===== src/rtl/retro_cart_pkg.sv =====
// Shared types for the retro cartridge bridge: region modes, region table entry and FSM states.
package retro_cart_pkg;

  localparam int CART_ADDR_W     = 16;
  localparam int CART_MEM_ADDR_W = 24;

  typedef enum logic [1:0] {
    MODE_OFF  = 2'd0,
    MODE_CART = 2'd1,
    MODE_ROM  = 2'd2,
    MODE_RAM  = 2'd3
  } region_mode_e;

  typedef struct packed {
    logic [CART_ADDR_W-1:0]     base;
    logic [CART_ADDR_W-1:0]     mask;
    logic [CART_MEM_ADDR_W-1:0] offset;
    region_mode_e               mode;
  } region_t;

  typedef enum logic [2:0] {
    ST_IDLE     = 3'd0,
    ST_CART_SU  = 3'd1,
    ST_CART_ST  = 3'd2,
    ST_MEM_REQ  = 3'd3,
    ST_MEM_WAIT = 3'd4,
    ST_DONE     = 3'd5
  } state_e;

endpackage


===== src/rtl/retro_cart_region_decode.sv =====
// Programmable region table plus priority match; lowest enabled matching index wins and
// its memory-port address is produced combinationally.
module retro_cart_region_decode
  import retro_cart_pkg::*;
#(
  parameter int  ADDR_W      = CART_ADDR_W,
  parameter int  MEM_ADDR_W  = CART_MEM_ADDR_W,
  parameter int  NUM_REGIONS = 4,
  localparam int IDX_W       = (NUM_REGIONS > 1) ? $clog2(NUM_REGIONS) : 1
) (
  input  logic                  Clk,
  input  logic                  Reset,
  input  logic                  cfg_we_i,
  input  logic [IDX_W-1:0]      cfg_idx_i,
  input  logic [ADDR_W-1:0]     cfg_base_i,
  input  logic [ADDR_W-1:0]     cfg_mask_i,
  input  logic [MEM_ADDR_W-1:0] cfg_offset_i,
  input  region_mode_e          cfg_mode_i,
  input  logic [ADDR_W-1:0]     addr_i,
  output logic                  hit_o,
  output logic [IDX_W-1:0]      idx_o,
  output region_mode_e          mode_o,
  output logic [MEM_ADDR_W-1:0] mem_addr_o
);

  region_t region_q [NUM_REGIONS];

  always_ff @(posedge Clk) begin
    for (int i = 0; i < NUM_REGIONS; i++) begin
      if (!Reset) begin
        region_q[i] <= '0;
      end else if (cfg_we_i && (cfg_idx_i == IDX_W'(i))) begin
        region_q[i].base   <= cfg_base_i;
        region_q[i].mask   <= cfg_mask_i;
        region_q[i].offset <= cfg_offset_i;
        region_q[i].mode   <= cfg_mode_i;
      end
    end
  end

  // Walk from the top index down so the lowest matching index is the last one written.
  always_comb begin
    hit_o      = 1'b0;
    idx_o      = '0;
    mode_o     = MODE_OFF;
    mem_addr_o = '0;
    for (int i = NUM_REGIONS - 1; i >= 0; i--) begin
      if ((region_q[i].mode != MODE_OFF) &&
          ((addr_i & region_q[i].mask) == region_q[i].base)) begin
        hit_o      = 1'b1;
        idx_o      = IDX_W'(i);
        mode_o     = region_q[i].mode;
        mem_addr_o = region_q[i].offset + MEM_ADDR_W'(addr_i & ~region_q[i].mask);
      end
    end
  end

endmodule


===== src/rtl/retro_cart_bridge.sv =====
// GamePak bus bridge: decodes each core access to physical cart, memory ROM/RAM image or open bus
// and holds Delay high while the backing access runs.
module retro_cart_bridge
  import retro_cart_pkg::*;
#(
  parameter int                ADDR_W      = CART_ADDR_W,
  parameter int                DATA_W      = 8,
  parameter int                MEM_ADDR_W  = CART_MEM_ADDR_W,
  parameter int                NUM_REGIONS = 4,
  parameter int                CART_SETUP  = 2,
  parameter int                CART_STROBE = 4,
  parameter int                MEM_TIMEOUT = 255,
  parameter logic [DATA_W-1:0] OPEN_BUS    = 'hFF,
  localparam int               IDX_W       = (NUM_REGIONS > 1) ? $clog2(NUM_REGIONS) : 1
) (
  input  logic                  Clk,
  input  logic                  Reset,
  input  logic                  ClkEn,
  input  logic                  Read,
  input  logic                  Write,
  input  logic                  CS,
  input  logic [ADDR_W-1:0]     Address,
  input  logic [DATA_W-1:0]     DataOut,
  output logic [DATA_W-1:0]     DataIn,
  output logic                  Delay,
  input  logic                  CfgWe,
  input  logic [IDX_W-1:0]      CfgIdx,
  input  logic [ADDR_W-1:0]     CfgBase,
  input  logic [ADDR_W-1:0]     CfgMask,
  input  logic [MEM_ADDR_W-1:0] CfgOffset,
  input  logic [1:0]            CfgMode,
  output logic [ADDR_W-1:0]     CartAddr,
  output logic [DATA_W-1:0]     CartDataOut,
  output logic                  CartDataOe,
  input  logic [DATA_W-1:0]     CartDataIn,
  output logic                  CartCS,
  output logic                  CartRead,
  output logic                  CartWrite,
  output logic                  MemReq,
  output logic                  MemWe,
  output logic [MEM_ADDR_W-1:0] MemAddr,
  output logic [DATA_W-1:0]     MemWData,
  input  logic                  MemAck,
  input  logic                  MemRValid,
  input  logic [DATA_W-1:0]     MemRData,
  output logic                  ErrTimeout,
  output state_e                DbgState,
  output logic [IDX_W-1:0]      DbgRegion
);

  localparam int CNT_MAX0 = (CART_SETUP > CART_STROBE) ? CART_SETUP : CART_STROBE;
  localparam int CNT_MAX  = (MEM_TIMEOUT > CNT_MAX0) ? MEM_TIMEOUT : CNT_MAX0;
  localparam int CNT_W    = $clog2(CNT_MAX + 1);

  logic                  dec_hit;
  logic [IDX_W-1:0]      dec_idx;
  region_mode_e          dec_mode;
  logic [MEM_ADDR_W-1:0] dec_mem_addr;

  retro_cart_region_decode #(
    .ADDR_W      (ADDR_W),
    .MEM_ADDR_W  (MEM_ADDR_W),
    .NUM_REGIONS (NUM_REGIONS)
  ) u_decode (
    .Clk          (Clk),
    .Reset        (Reset),
    .cfg_we_i     (CfgWe),
    .cfg_idx_i    (CfgIdx),
    .cfg_base_i   (CfgBase),
    .cfg_mask_i   (CfgMask),
    .cfg_offset_i (CfgOffset),
    .cfg_mode_i   (region_mode_e'(CfgMode)),
    .addr_i       (Address),
    .hit_o        (dec_hit),
    .idx_o        (dec_idx),
    .mode_o       (dec_mode),
    .mem_addr_o   (dec_mem_addr)
  );

  state_e                state_q;
  logic [CNT_W-1:0]      cnt_q;
  logic                  wr_q;
  logic [IDX_W-1:0]      region_idx_q;
  logic [DATA_W-1:0]     rdata_q;
  logic [DATA_W-1:0]     data_in_q;
  logic                  delay_q;
  logic [ADDR_W-1:0]     cart_addr_q;
  logic [DATA_W-1:0]     cart_dout_q;
  logic                  cart_oe_q;
  logic                  cart_cs_q;
  logic                  cart_rd_q;
  logic                  cart_wr_q;
  logic                  mem_req_q;
  logic                  mem_we_q;
  logic [MEM_ADDR_W-1:0] mem_addr_q;
  logic [DATA_W-1:0]     mem_wdata_q;
  logic                  err_q;

  logic accept;
  assign accept = ClkEn && CS && (Read || Write);

  // cnt_q times cart setup/strobe phases and, across MEM_REQ+MEM_WAIT, the memory timeout.
  always_ff @(posedge Clk) begin
    if (!Reset) begin
      state_q      <= ST_IDLE;
      cnt_q        <= '0;
      wr_q         <= 1'b0;
      region_idx_q <= '0;
      rdata_q      <= OPEN_BUS;
      data_in_q    <= OPEN_BUS;
      delay_q      <= 1'b0;
      cart_addr_q  <= '0;
      cart_dout_q  <= '0;
      cart_oe_q    <= 1'b0;
      cart_cs_q    <= 1'b0;
      cart_rd_q    <= 1'b0;
      cart_wr_q    <= 1'b0;
      mem_req_q    <= 1'b0;
      mem_we_q     <= 1'b0;
      mem_addr_q   <= '0;
      mem_wdata_q  <= '0;
      err_q        <= 1'b0;
    end else begin
      case (state_q)
        ST_IDLE: begin
          if (accept) begin
            wr_q         <= Write;
            region_idx_q <= dec_idx;
            rdata_q      <= OPEN_BUS;
            delay_q      <= 1'b1;
            cnt_q        <= '0;
            state_q      <= ST_DONE;
            case (dec_hit ? dec_mode : MODE_OFF)
              MODE_CART: begin
                state_q     <= ST_CART_SU;
                cart_addr_q <= Address;
                cart_dout_q <= DataOut;
                cart_oe_q   <= Write;
                cart_cs_q   <= 1'b1;
              end
              MODE_ROM: begin
                if (!Write) begin
                  state_q    <= ST_MEM_REQ;
                  mem_req_q  <= 1'b1;
                  mem_we_q   <= 1'b0;
                  mem_addr_q <= dec_mem_addr;
                end
              end
              MODE_RAM: begin
                state_q     <= ST_MEM_REQ;
                mem_req_q   <= 1'b1;
                mem_we_q    <= Write;
                mem_addr_q  <= dec_mem_addr;
                mem_wdata_q <= DataOut;
              end
              default: ;
            endcase
          end
        end
        ST_CART_SU: begin
          if (cnt_q == CNT_W'(CART_SETUP - 1)) begin
            state_q   <= ST_CART_ST;
            cnt_q     <= '0;
            cart_rd_q <= !wr_q;
            cart_wr_q <= wr_q;
          end else begin
            cnt_q <= cnt_q + CNT_W'(1);
          end
        end
        ST_CART_ST: begin
          if (cnt_q == CNT_W'(CART_STROBE - 1)) begin
            state_q   <= ST_DONE;
            cart_cs_q <= 1'b0;
            cart_rd_q <= 1'b0;
            cart_wr_q <= 1'b0;
            cart_oe_q <= 1'b0;
            if (!wr_q) rdata_q <= CartDataIn;
          end else begin
            cnt_q <= cnt_q + CNT_W'(1);
          end
        end
        ST_MEM_REQ: begin
          cnt_q <= cnt_q + CNT_W'(1);
          if (MemAck) begin
            mem_req_q <= 1'b0;
            mem_we_q  <= 1'b0;
            state_q   <= wr_q ? ST_DONE : ST_MEM_WAIT;
          end else if (cnt_q == CNT_W'(MEM_TIMEOUT - 1)) begin
            mem_req_q <= 1'b0;
            mem_we_q  <= 1'b0;
            err_q     <= 1'b1;
            state_q   <= ST_DONE;
          end
        end
        ST_MEM_WAIT: begin
          cnt_q <= cnt_q + CNT_W'(1);
          if (MemRValid) begin
            rdata_q <= MemRData;
            state_q <= ST_DONE;
          end else if (cnt_q == CNT_W'(MEM_TIMEOUT - 1)) begin
            err_q   <= 1'b1;
            state_q <= ST_DONE;
          end
        end
        ST_DONE: begin
          state_q <= ST_IDLE;
          delay_q <= 1'b0;
          if (!wr_q) data_in_q <= rdata_q;
        end
        default: state_q <= ST_IDLE;
      endcase
    end
  end

  assign DataIn      = data_in_q;
  assign Delay       = delay_q;
  assign CartAddr    = cart_addr_q;
  assign CartDataOut = cart_dout_q;
  assign CartDataOe  = cart_oe_q;
  assign CartCS      = cart_cs_q;
  assign CartRead    = cart_rd_q;
  assign CartWrite   = cart_wr_q;
  assign MemReq      = mem_req_q;
  assign MemWe       = mem_we_q;
  assign MemAddr     = mem_addr_q;
  assign MemWData    = mem_wdata_q;
  assign ErrTimeout  = err_q;
  assign DbgState    = state_q;
  assign DbgRegion   = region_idx_q;

endmodule


===== config.mk =====
export PLATFORM = sky130hd
export DESIGN_NAME = retro_cart_bridge
export DESIGN_NICKNAME = d
export VERILOG_FILES = /design/src/rtl/retro_cart_pkg.sv /design/src/rtl/retro_cart_region_decode.sv /design/src/rtl/retro_cart_bridge.sv
export SDC_FILE = /design/constraint.sdc
export NUM_CORES = 1
export LEC_CHECK = 0
export CORE_MARGIN = 2
export CORE_UTILIZATION = 40
export DETAILED_ROUTE_END_ITERATION = 10
export GPL_TIMING_DRIVEN = 0
export HOLD_SLACK_MARGIN = 0.1
export SLEW_MARGIN = 25
export SYNTH_ARGS = -nofsm -noshare
export SYNTH_HDL_FRONTEND = slang
export SYNTH_SLANG_ARGS = --single-unit
export TNS_END_PERCENT = 20

===== constraint.sdc =====
create_clock -name Clk -period 6.2 [get_ports Clk]
set_input_delay 1.86 -clock Clk [delete_from_list [all_inputs] [get_ports Clk]]
set_output_delay 1.86 -clock Clk [all_outputs]
set_load 0.01 [all_outputs]

# Word level (Yosys, flattened, before mapping)
# Memory sizes are Yosys's and may differ from the RTL's.
# Cells that the tools add are included.
# totals
reg_bits	94
mem_bits_rw	232
mem_count	1
# mem_list
memory	depth	width	read_ports	rd_clocked_by_memory_dff	write_ports	line_no	source
u_decode.region_q	4	58	4	0	4	retro_cart_region_decode.sv:26	region_t region_q [NUM_REGIONS];
# op_classes
addsub	5
eq_ne	31
n_mux	94
n_bitwise	29
reduce_logical	40
# op_table
cell	count
$mux 24	9
$mux 16	8
$add 24x24->24	4
$and 16x24->24	4
$not 16->24	4
$and 16x16->16	4
$eq 16x16->1	4
$mux 8	7
$pmux 24 s2	1
$mux 1	35
$pmux 8 s4	1
$mux 2	13
$pmux 8 s3	1
$mux 3	7
$pmux 1 s2	10
$reduce_bool 2->1	10
$ne 2x2->1 const B	9
$reduce_and 3->1	6
$or 1x1->1	16
$pmux 3 s5	1
$logic_and 1x1->1	10
$reduce_and 5->1	2
$pmux 3 s3	1
$add 8x1->8 const B	1
other kinds (21)	31

# Depth between registers and ports, before layout
# Gate-level depths: netlist of the first run.
# An unclocked memory read counts as a cell.
# logic_depth
word_depth	13
ltp_mapped	14

# Hierarchy
# A second synthesis of the first run with hierarchy kept.
# hier_totals
hier_cells	1730
area_unflattened_um2	17933.4
# by_module_without_submodules
mod	instances	cells_per_inst	area_each_um2	seq_area_each_um2
retro_cart_region_decode	1	1257	13937.1	6966.7
retro_cart_bridge	1	473	3996.3	1881.8

# Least setup slack after synthesis of the first run
# Ideal clock, no wire load.
# synth_timing
path_kind	input to register
start	input port CfgIdx[0]
end	memory u_decode.region_q[2][0] (netlist name), enable pin
t_arrival_ps	6129
required_time_ps	5646
setup_slack_ps	-483
stages	2
path_cell_list	nand2b_1 -> o21ai_0
# synth_lines
element	line_no	source
from (decl)	retro_cart_bridge.sv:27	input logic [IDX_W-1:0] CfgIdx,
to (decl)	retro_cart_region_decode.sv:26	

# Worst setup path after layout of the first run
# layout_timing
start	input port Address[1]
end	register mem_addr_q[13] (netlist: MemAddr[13])
# layout_via
elab_chain_len	11
elab_cells_between_ends	40
cone_classes	add/sub: 4; eq/ne: 7; mux: 15; bitwise: 8; reduce/logical: 6
# layout_lines
element	line_no	source
from (decl)	retro_cart_bridge.sv:22	input logic [ADDR_W-1:0] Address,
parallel branches: the longest is 11 deep, another holds $add 24x24->24	-	
to (signal assigned)	retro_cart_bridge.sv:146	mem_addr_q <= dec_mem_addr;
to (signal assigned)	retro_cart_bridge.sv:153	mem_addr_q <= dec_mem_addr;
to (decl)	retro_cart_bridge.sv:95	logic [MEM_ADDR_W-1:0] mem_addr_q;
# Several ways; the timed one is not identified. The select of a mux whose other input is x is not followed.
# A chain may end at the register's enable or synchronous reset.

==> impl_metrics.tcl, run 1 <==
set metrics [dict create \
    hold_viol 0 \
    numCtsBuffers 40 \
    drt-initial-drc-count 1470 \
    dpl_worst_slack_ns -0.08980 \
    num_antenna_cells 0 \
    drv_cap 0 \
    p_per_area_nw_per_um2 268.8 \
    postSynthCellCount 1808 \
    path_buf_inv 2 \
    use_met1_pct 33.49 \
    fin_ws_ns 0.3876 \
    clk_latency_ns 0.57 \
    finalSetupViolations 0 \
    grt_usage_pct 25.51 \
    peakVddDrop_mv 0.1594 \
    ys_async_sr_fraction_pct 0 \
    die_area_um2 47830 \
    layout-drive-gt1-share_pct 6.205 \
    core_area_um2 45480 \
    ys_ff_latch 326 \
    startpoint_type "input port" \
    clockBufferDepth 3 \
    rsz0062_at_grt "false" \
    ctsHoldBuffers 0 \
    period_needed_ns 5.812 \
    clk_pin_slew_ns 0.06 \
    worstPathRequired_ns 6.63 \
    cts_max_level 2 \
    critPathKind "in -> reg" \
    yosys.cell_types.count 88 \
    fill_cells 4232 \
    antenna_found_initial 0 \
    crit_slowest_cell "a2111oi_0" \
    port_buffers 185 \
    setup_tns_ns 0 \
    use_met2_pct 42.25 \
    min_period_over_period_pct 93.75 \
    dieWidth_um 218.7 \
    clock-sinks 326 \
    grt_pass1_vias 14600 \
    r2r-start "u_decode.region_q[2][30]" \
    syn_nets 1988 \
    fmax_mhz 172.0 \
    fp.dieH_um 218.7 \
    cts_resized 0 \
    crit_family "compound AO/OA/AOI/OAI gates" \
    grt_pass1_wl_um 89670 \
    top_usage_layer "met2" \
    worst_path_largest_cell_delay_ns 0.87 \
    via_per_inst 5.615 \
    gr-usage-met3_pct 4.273 \
    grt_start_max_net_pins 22 \
    critPathLaunch "Address[1]" \
    holdCritStartpoint "DbgRegion[1]" \
    hold_class "reg -> reg" \
    crit_chain "clkdlybuf4s50_1 > clkbuf_1 > nor2b_1 > ha_1 > a211o_1 > a2111oi_0 > o211ai_1 > and2_1 > a31oi_1 > xor2_1 > nor2_1 > o311ai_0 > a21oi_1" \
    drc_errors 0 \
    skew_ns 0.02262 \
    firstDrtPassIters 6 \
    gp_congestion 0.9382 \
    wirelength_um 61750 \
    fin_nets 2228 \
    syn_area_per_cell_um2 10.20 \
    rows 78 \
    post_cts_buffers 0 \
    wl_per_cell_um 23.05 \
    synth_area_um2 18440 \
    synthFlopType "edfxtp_1" \
    regArea_um2 8848 \
    multi_input_area_um2 9188 \
    cts_root_buf "clkbuf_16" \
    vias 15040 \
    yosysSeqAreaShare_pct 47.99 \
    synth-edff-count 232 \
    syn_to_final_growth_pct 23.56 \
    cts_tree "yes" \
    yosysWarnings 0 \
    worst_ep_arrival_time_ns 6.24 \
    status "finished clean" \
    ant_nets 0 \
    hpwl_um 48730 \
    overflow 0 \
    cp_max_fo 10 \
    io_pins 186 \
    tightest_slew_ns 1.075 \
    p_leak_uw 0.008771 \
    start_util_pct 40.54 \
    cp-end-kind "register" \
    relSlewSlack_pct 28.34 \
    slew_violations 0 \
]
[state kept, by name, indices dropped and copies added, names as in the netlist, 2 cells and up]
register	flops
cnt_q	8
MemWData	8
CartAddr	16
DataIn	8
u_decode.region_q	232
DbgRegion	2
MemAddr	24
rdata_q	8
CartDataOut	8
DbgState	3
[cell type report]
class / count / share of cell area, %
multi-input cells: 1367 / 40.33
clock inverters: 17 / 0.8348
plain buffers: 78 / 1.461
repair buffers: 198 / 9.524
inverters: 37 / 0.6097
flip-flops and latches: 326 / 38.84
clock buffers: 56 / 5.102
well taps: 600 / 3.295
[per-stage QoR]
stage | power (µW) | std cells | hold WS [ns] | utilization (%) | cell area [µm²]
2_1_floorplan | 3306 | 1808 | 0.4443 | - | 18440
3_3_place_gp | 3693 | 2593 | 0.4404 | 46.26 | 21040
3_5_place_dp | 3724 | 2606 | 0.4455 | 47.11 | 21420
4_1_cts | 6139 | 2679 | 0.4512 | 50.08 | 22780
5_1_grt | 6331 | 2679 | 0.4705 | 50.09 | 22780
6_report | 6123 | 2679 | 0.4516 | 50.09 | 22780
[Yosys cell counts, drive strengths merged (35+ instances only)]
cell type	n	area [µm²]
a21oi	111	555.5
and2	239	1495
clkbuf	56	210.2
dfxtp	94	1882
edfxtp	232	6967
ha	67	838.3
inv	35	131.4
mux2i	54	540.5
nand2	132	498.0
nand3	43	230.2
nor2	113	426.7
nor2b	71	444.2
o21ai	61	305.3
xnor2	44	385.4
xor2	48	420.4
[routing by layer]
layer	vias up	wire [µm]
met4	0	2117
met2	627	28550
met5	-	0
li1	7084	-
met3	119	4561
met1	7213	26520
[kinds of logic (layout without fill, tap and decap cells)]
group / Yosys count / in the layout / synth area share, %
and+or+nand+nor: 756 / 756 / 22.78
buffers and inverters: 115 / 386 / 2.558
adders and majority gates: 71 / 71 / 4.981
muxes: 54 / 54 / 2.932
DFF: 326 / 326 / 47.99
AOI/OAI and AO/OA: 394 / 394 / 14.39
xor gates and xnor gates: 92 / 92 / 4.371
[power breakdown]
| part | leakage, µW | switching, µW | internal [µW] |
|---|---|---|---|
| sequential | 0.00304 | 89.2 | 2480 |
| combinational | 0.00506 | 676 | 454 |
| clock | 0.000675 | 950 | 1470 |
| total | 0.00877 | 1720 | 4410 |
[cell usage in the layout (no fill, tap or decap), types with 34 or more instances in the layout]
master and count:
and2_1 238, edfxtp_1 232, clkdlybuf4s50_1 185, nand2_1 131
nor2_1 112, a21oi_1 111, dfxtp_1 94, nor2b_1 71
ha_1 67, clkbuf_1 63, o21ai_0 55, mux2i_1 54
xor2_1 48, xnor2_1 44, clkbuf_16 41, nand3_1 40
inv_1 34
[path summary, 6_finish.rpt]
kind | end | slack, ns | cells past startpoint
worst max register to register | MemAddr[13] | 2.17 | 11
worst max-delay path | MemAddr[13] | 0.39 | 13
worst min-delay path | DbgRegion[1] | 0.45 | 2
worst min register to register | DbgRegion[1] | 0.45 | 2
[worst register-to-register path, delay by kind of cell (launching register included)]
family          cells  cell delay [ns]
compound gates      6             2.31
simple gates        3             0.62
flops               1             0.42
fa+ha+maj           1             0.35
xor+xnor            1             0.18
No activity file was read; power rests on OpenSTA's default activity.
==> run 2: changes to the inputs <==
--- a/config.mk
+++ b/config.mk
@@ -7,6 +7,7 @@
 export LEC_CHECK = 0
 export CORE_MARGIN = 2
 export CORE_UTILIZATION = 40
+export CTS_CLUSTER_SIZE = 14
 export DETAILED_ROUTE_END_ITERATION = 10
 export GPL_TIMING_DRIVEN = 0
 export HOLD_SLACK_MARGIN = 0.1
==> results of run 2 <==
The final DEF is identical to that of run 1; final timing and power are the same.
==> run 3: changes to the inputs <==
--- a/config.mk
+++ b/config.mk
@@ -5,6 +5,7 @@
 export SDC_FILE = /design/constraint.sdc
 export NUM_CORES = 1
 export LEC_CHECK = 0
+export ABC_CLOCK_PERIOD_IN_PS = 6200
 export CORE_MARGIN = 2
 export CORE_UTILIZATION = 40
 export CTS_CLUSTER_SIZE = 14
==> results of run 3 <==
The final DEF is identical to that of run 1; final timing and power are the same.
